===== src/rtl/tm_pkg.sv =====
// tm_pkg: shared widths, FSM states and clause polarity for the Tsetlin Machine pipeline
package tm_pkg;
  typedef enum logic [1:0] {S_RUN, S_CLASS_END, S_DONE} state_t;
  function automatic int sum_w(input int clauses);
    return $clog2(clauses + 1) + 1;
  endfunction
  function automatic int idx_w(input int n);
    return n > 1 ? $clog2(n) : 1;
  endfunction
  function automatic logic signed [1:0] polarity(input logic lsb);
    return lsb ? -2'sd1 : 2'sd1;
  endfunction
endpackage


===== src/rtl/tm_clause_eval.sv =====
// tm_clause_eval: accumulates fail/any_inc over a clause's chunks; ports: clk, rst_flag (sync active-low), en (beat accepted), last (final chunk), ta_include, xin -> clause_out, clause_done (same-cycle pulse on the final beat)
module tm_clause_eval #(
  parameter int INT_SIZE = 32,
  parameter logic [INT_SIZE-1:0] FILTER = '1
) (
  input  logic                clk,
  input  logic                rst_flag,
  input  logic                en,
  input  logic                last,
  input  logic [INT_SIZE-1:0] ta_include,
  input  logic [INT_SIZE-1:0] xin,
  output logic                clause_out,
  output logic                clause_done
);
  logic fail_q, inc_q, fail_n, inc_n;
  logic [INT_SIZE-1:0] inc_f;
  always_comb begin
    inc_f = last ? ta_include & FILTER : ta_include;
    fail_n = fail_q | (|(inc_f & ~xin));
    inc_n = inc_q | (|inc_f);
    clause_done = en & last;
    clause_out = !fail_n && inc_n;
  end
  always_ff @(posedge clk)
    if (!rst_flag || clause_done) begin
      fail_q <= 1'b0;
      inc_q <= 1'b0;
    end else if (en) begin
      fail_q <= fail_n;
      inc_q <= inc_n;
    end
endmodule


===== src/rtl/tm_multiclass_pipeline.sv =====
// tm_multiclass_pipeline: streamed multi-class TM inference with arg-max; ports: clk, rst_flag (sync active-low), stop_flag (stall), in_valid/in_ready/ta_include/xin beat stream, out_valid/out_ready/pred_class/pred_sum result, busy
module tm_multiclass_pipeline
  import tm_pkg::*;
#(
  parameter int CLASSES = 10,
  parameter int CLAUSES = 2000,
  parameter int LA_CHUNKS = 49,
  parameter int INT_SIZE = 32,
  parameter logic [INT_SIZE-1:0] FILTER = '1,
  parameter int THRESHOLD = 128
) (
  input  logic                                clk,
  input  logic                                rst_flag,
  input  logic                                stop_flag,
  input  logic                                in_valid,
  output logic                                in_ready,
  input  logic [INT_SIZE-1:0]                 ta_include,
  input  logic [INT_SIZE-1:0]                 xin,
  output logic                                out_valid,
  input  logic                                out_ready,
  output logic [idx_w(CLASSES)-1:0]           pred_class,
  output logic signed [sum_w(CLAUSES)-1:0]    pred_sum,
  output logic                                busy
);
  localparam int SW = sum_w(CLAUSES);
  localparam int CW = idx_w(CLASSES);
  localparam int KW = idx_w(CLAUSES);
  localparam int JW = idx_w(LA_CHUNKS);
  state_t state, state_n;
  logic [JW-1:0] chunk;
  logic [KW-1:0] clause;
  logic [CW-1:0] cls, best_idx;
  logic signed [SW-1:0] sum, best, clamped;
  int sum_i;
  logic accept, last_chunk, last_clause, last_class, clause_out, clause_done, take, handshake;
  tm_clause_eval #(.INT_SIZE(INT_SIZE), .FILTER(FILTER)) u_eval (
    .clk(clk), .rst_flag(rst_flag), .en(accept), .last(last_chunk),
    .ta_include(ta_include), .xin(xin), .clause_out(clause_out), .clause_done(clause_done)
  );
  always_comb begin
    in_ready = rst_flag && !stop_flag && state == S_RUN;
    accept = in_valid && in_ready;
    last_chunk = chunk == JW'(LA_CHUNKS - 1);
    last_clause = clause == KW'(CLAUSES - 1);
    last_class = cls == CW'(CLASSES - 1);
    handshake = out_valid && out_ready && !stop_flag;
    sum_i = int'(sum);
    clamped = SW'(sum_i > THRESHOLD ? THRESHOLD : sum_i < -THRESHOLD ? -THRESHOLD : sum_i);
    take = state == S_CLASS_END && (cls == '0 || clamped > best);
    state_n = stop_flag ? state
            : state == S_RUN ? (accept && last_chunk && last_clause ? S_CLASS_END : S_RUN)
            : state == S_CLASS_END ? (last_class ? S_DONE : S_RUN)
            : handshake ? S_RUN : S_DONE;
  end
  always_ff @(posedge clk)
    if (!rst_flag) begin
      state <= S_RUN;
      chunk <= '0;
      clause <= '0;
      cls <= '0;
      sum <= '0;
      best <= '0;
      best_idx <= '0;
      out_valid <= 1'b0;
      busy <= 1'b0;
    end else if (!stop_flag) begin
      state <= state_n;
      busy <= (busy | accept) & !handshake;
      out_valid <= state == S_DONE && !handshake;
      if (accept) begin
        chunk <= last_chunk ? '0 : chunk + 1'b1;
        if (last_chunk) clause <= last_clause ? '0 : clause + 1'b1;
      end
      if (clause_done && clause_out) sum <= sum + SW'(polarity(clause[0]));
      if (state == S_CLASS_END) begin
        sum <= '0;
        if (!last_class) cls <= cls + 1'b1;
      end
      if (take) begin
        best <= clamped;
        best_idx <= cls;
      end
      if (handshake) begin
        cls <= '0;
        best <= '0;
        best_idx <= '0;
      end
    end
  assign pred_class = best_idx;
  assign pred_sum = best;
endmodule


===== config.mk =====
export PLATFORM = sky130hd
export DESIGN_NAME = tm_multiclass_pipeline
export DESIGN_NICKNAME = d
export VERILOG_FILES = /design/src/rtl/tm_pkg.sv /design/src/rtl/tm_clause_eval.sv /design/src/rtl/tm_multiclass_pipeline.sv
export SDC_FILE = /design/constraint.sdc
export NUM_CORES = 1
export LEC_CHECK = 0
export CORE_MARGIN = 2
export CORE_UTILIZATION = 46
export DETAILED_ROUTE_END_ITERATION = 8
export PLACE_DENSITY = 0.74
export SLEW_MARGIN = 20
export SYNTH_ARGS = -nofsm -noshare
export SYNTH_HDL_FRONTEND = slang
export SYNTH_SLANG_ARGS = --single-unit

===== constraint.sdc =====
create_clock -name clk -period 6.23 [get_ports clk]
set_input_delay 1.246 -clock clk [delete_from_list [all_inputs] [get_ports clk]]
set_output_delay 1.246 -clock clk [all_outputs]
set_load 0.05 [all_outputs]

==> run summary <==
synthesized instance count = 476
placed cell area = 4710 um2
antenna violations before repair = 0
1st-pass router iterations = 5
design area = 4810 um2
clock buffer depth = 2
status = completed
synth warn = 0
Slew Viols, Final = 0
Crit path arrival time = 3140 ps
largest net degree at the start of global routing = 36
global-route wire length before repair = 16400 um
Synth-to-Final Area Change = 27.0%
RSZ-0062 raised after global routing = no
Synth Net Count = 575
grt total ovfl = 0
area of the core = 8090 um2
slew at the pin closest to its max-slew limit = 914 ps
Die X = 94.7 um
max_cap viols = 0
Std-Cell Rows = 33
Int Power = 0.486 mW
initial cell density of the core = 46.8%
Worst setup SP type = primary input
Sink Count = 55
Seq pwr share = 55.0%
# resized after CTS = 0
CTS tree = built
CTS Buf Count = 5
Leakage = 1.74 nW
drt total wl = 9940 um
clk_lat worst skew = 330 ps
via count = 3778
CTS Root Cell = clkbuf_8
top cell type's share of synthesized area = 29.1%
Avg Cell Area, Syn = 7.96 um2
Power Density = 134 nW/um2
sequential-to-total area share from yosys stat = 29.1%
Post-synth top cells = dfxtp_1 (55), nor2_1 (42), inv_1 (34), nand3_1 (32), a21oi_1 (31)
worst-path fanout max = 35
max frequency = 0.228 GHz
required time of the critical path = 4980 ps
top post-synthesis cells by area = dfxtp_1 (29%), ha_1 (9.6%), nor2b_1 (4.5%)
H-tree depth = 2
dpl hpwl = 7790 um
layout cells sized above 1 = 5.78%
most common cell in the netlist = dfxtp_1
final hold violation count = 0
Multi-input gate area = 2460 um2
port bufs = 87
Slew Limit Headroom = 39.1%
Unique masters post-synth = 54
IO Pins = 88
final worst path period share = 70.4%
Cell Area, Synth = 3790 um2
Hold Path Class = reg -> reg
setup TNS = 0 ps
final net count = 652
setup violators final = 0
Detail Route Antenna Nets = 0
mean routed wirelength per cell = 15.1 um
Die Ht = 94.7 um
FF/Latch Area = 1100 um2
number of fill cells in the layout = 753
GR Util All Layers = 22.7%
crit path kind = in -> out
number of synthesized flops with an enable pin = 0
hold buffer count at CTS = 0
power share of the combinational group = 12.1%
GP Congestion = 0.889
clk slew on worst S/H paths = 100 ps
Worst Setup End Kind = output port
peak supply drop = 0.0000812 V
Remaining DRCs = 0
number of global-route vias before repair = 3612
ys async rst share = 0%
Sw Share = 24.6%
Vias per Instance = 5.73
Tmin final = 4390 ps
main flop type after synthesis = dfxtp_1
Setup Skew = 12.6 ps
Synth area leader = dfxtp_1
Post-CTS Setup Bufs = 0
P_sw = 0.159 mW
die area = 8980 um2
Iter 0 DRT Violations = 185
ANT cells = 0
clock power share = 32.9%
#FFs+latches synth = 55
## cells in the final DEF, fill, tap and decap left out, types with 10 or more instances in the layout
cell type        count
o31ai_1             10
clkdlybuf4s50_1     87
xor2_1              13
a21oi_1             31
o21ai_0             11
nand4_1             22
nor3_1              14
nor2_1              42
ha_1                29
nand3_1             32
inv_1               34
or3_1               11
nand2_1             28
dfxtp_1             55
nor2b_1             27
## final cells by class
cell class                 instances  area share, %
multi-input combinational        367           51.2
sequential                        55           22.9
timing repair buffer              90           18.6
tap                              105           2.73
inverter                          34           2.65
clock buffer                       5           1.43
clock inverter                     3          0.546
## flip-flops by register name, indices dropped and copies added (netlist names)
signal         flops
cls                4
pred_sum          12
out_valid          1
busy               1
clause            11
state              2
pred_class         4
chunk              6
u_eval.fail_q      1
sum               12
u_eval.inc_q       1
## worst max-delay path, stage by stage
cell	delay (ps)
clkdlybuf4s50_1	460
buf_4	320
nor4b_4	270
clkdlybuf4s50_1	840
## layer usage
metal	global-route usage, %	up-vias	wire length, um
li1	-	1874	-
met1	28.5	1772	4380
met2	39.8	110	4910
met3	2.31	22	380
met4	9.30	0	269
met5	0	-	0
## power by group through the flow
stage	sequential (mW)	clock, mW	combinational [mW]
2_1_floorplan	0.363	0	0.0245
3_3_place_gp	0.362	0	0.0766
3_5_place_dp	0.362	0	0.0777
4_1_cts	0.354	0.217	0.0780
5_1_grt	0.355	0.230	0.0834
6_report	0.354	0.212	0.0777
## kinds of logic (layout without fill, tap and decap cells)
family                     count (synthesis)  after routing  synth area share [%]
AOI/OAI and AO/OA                        103            103                  18.7
xor gates and xnor gates                  22             22                  5.09
adders and majority gates                 30             30                  10.1
buffers and inverters                     54            132                  5.95
DFF                                       55             55                  29.1
muxes                                      2              2                 0.529
and+or+nand+nor                          210            210                  30.5
## metrics by stage
stage / hold slack (ps) / util (%) / std cells / power (mW) / setup WS, ps
4_1_cts: 481 / 59.4 / 659 / 0.649 / 1850
3_5_place_dp: 463 / 58.3 / 651 / 0.440 / 1860
5_1_grt: 503 / 59.4 / 659 / 0.668 / 1780
3_3_place_gp: 459 / 58.3 / 651 / 0.439 / 1870
2_1_floorplan: 448 / - / 476 / 0.388 / 2830
6_report: 476 / 59.4 / 659 / 0.644 / 1840
## final timing paths
path                              startpoint                    endpoint  slack [ps]  depth (start not counted)
hold reg to reg   pred_class[0]$_SDFFE_PN0P_  pred_class[0]$_SDFFE_PN0P_         480                          2
setup / recovery                    rst_flag                    in_ready        1840                          4
setup reg to reg         sum[3]$_SDFFE_PN0P_    pred_sum[3]$_SDFFE_PN0P_        2040                         13
hold / removal    pred_class[0]$_SDFFE_PN0P_  pred_class[0]$_SDFFE_PN0P_         480                          2
Note: power is estimated with default switching activity, not from simulation.
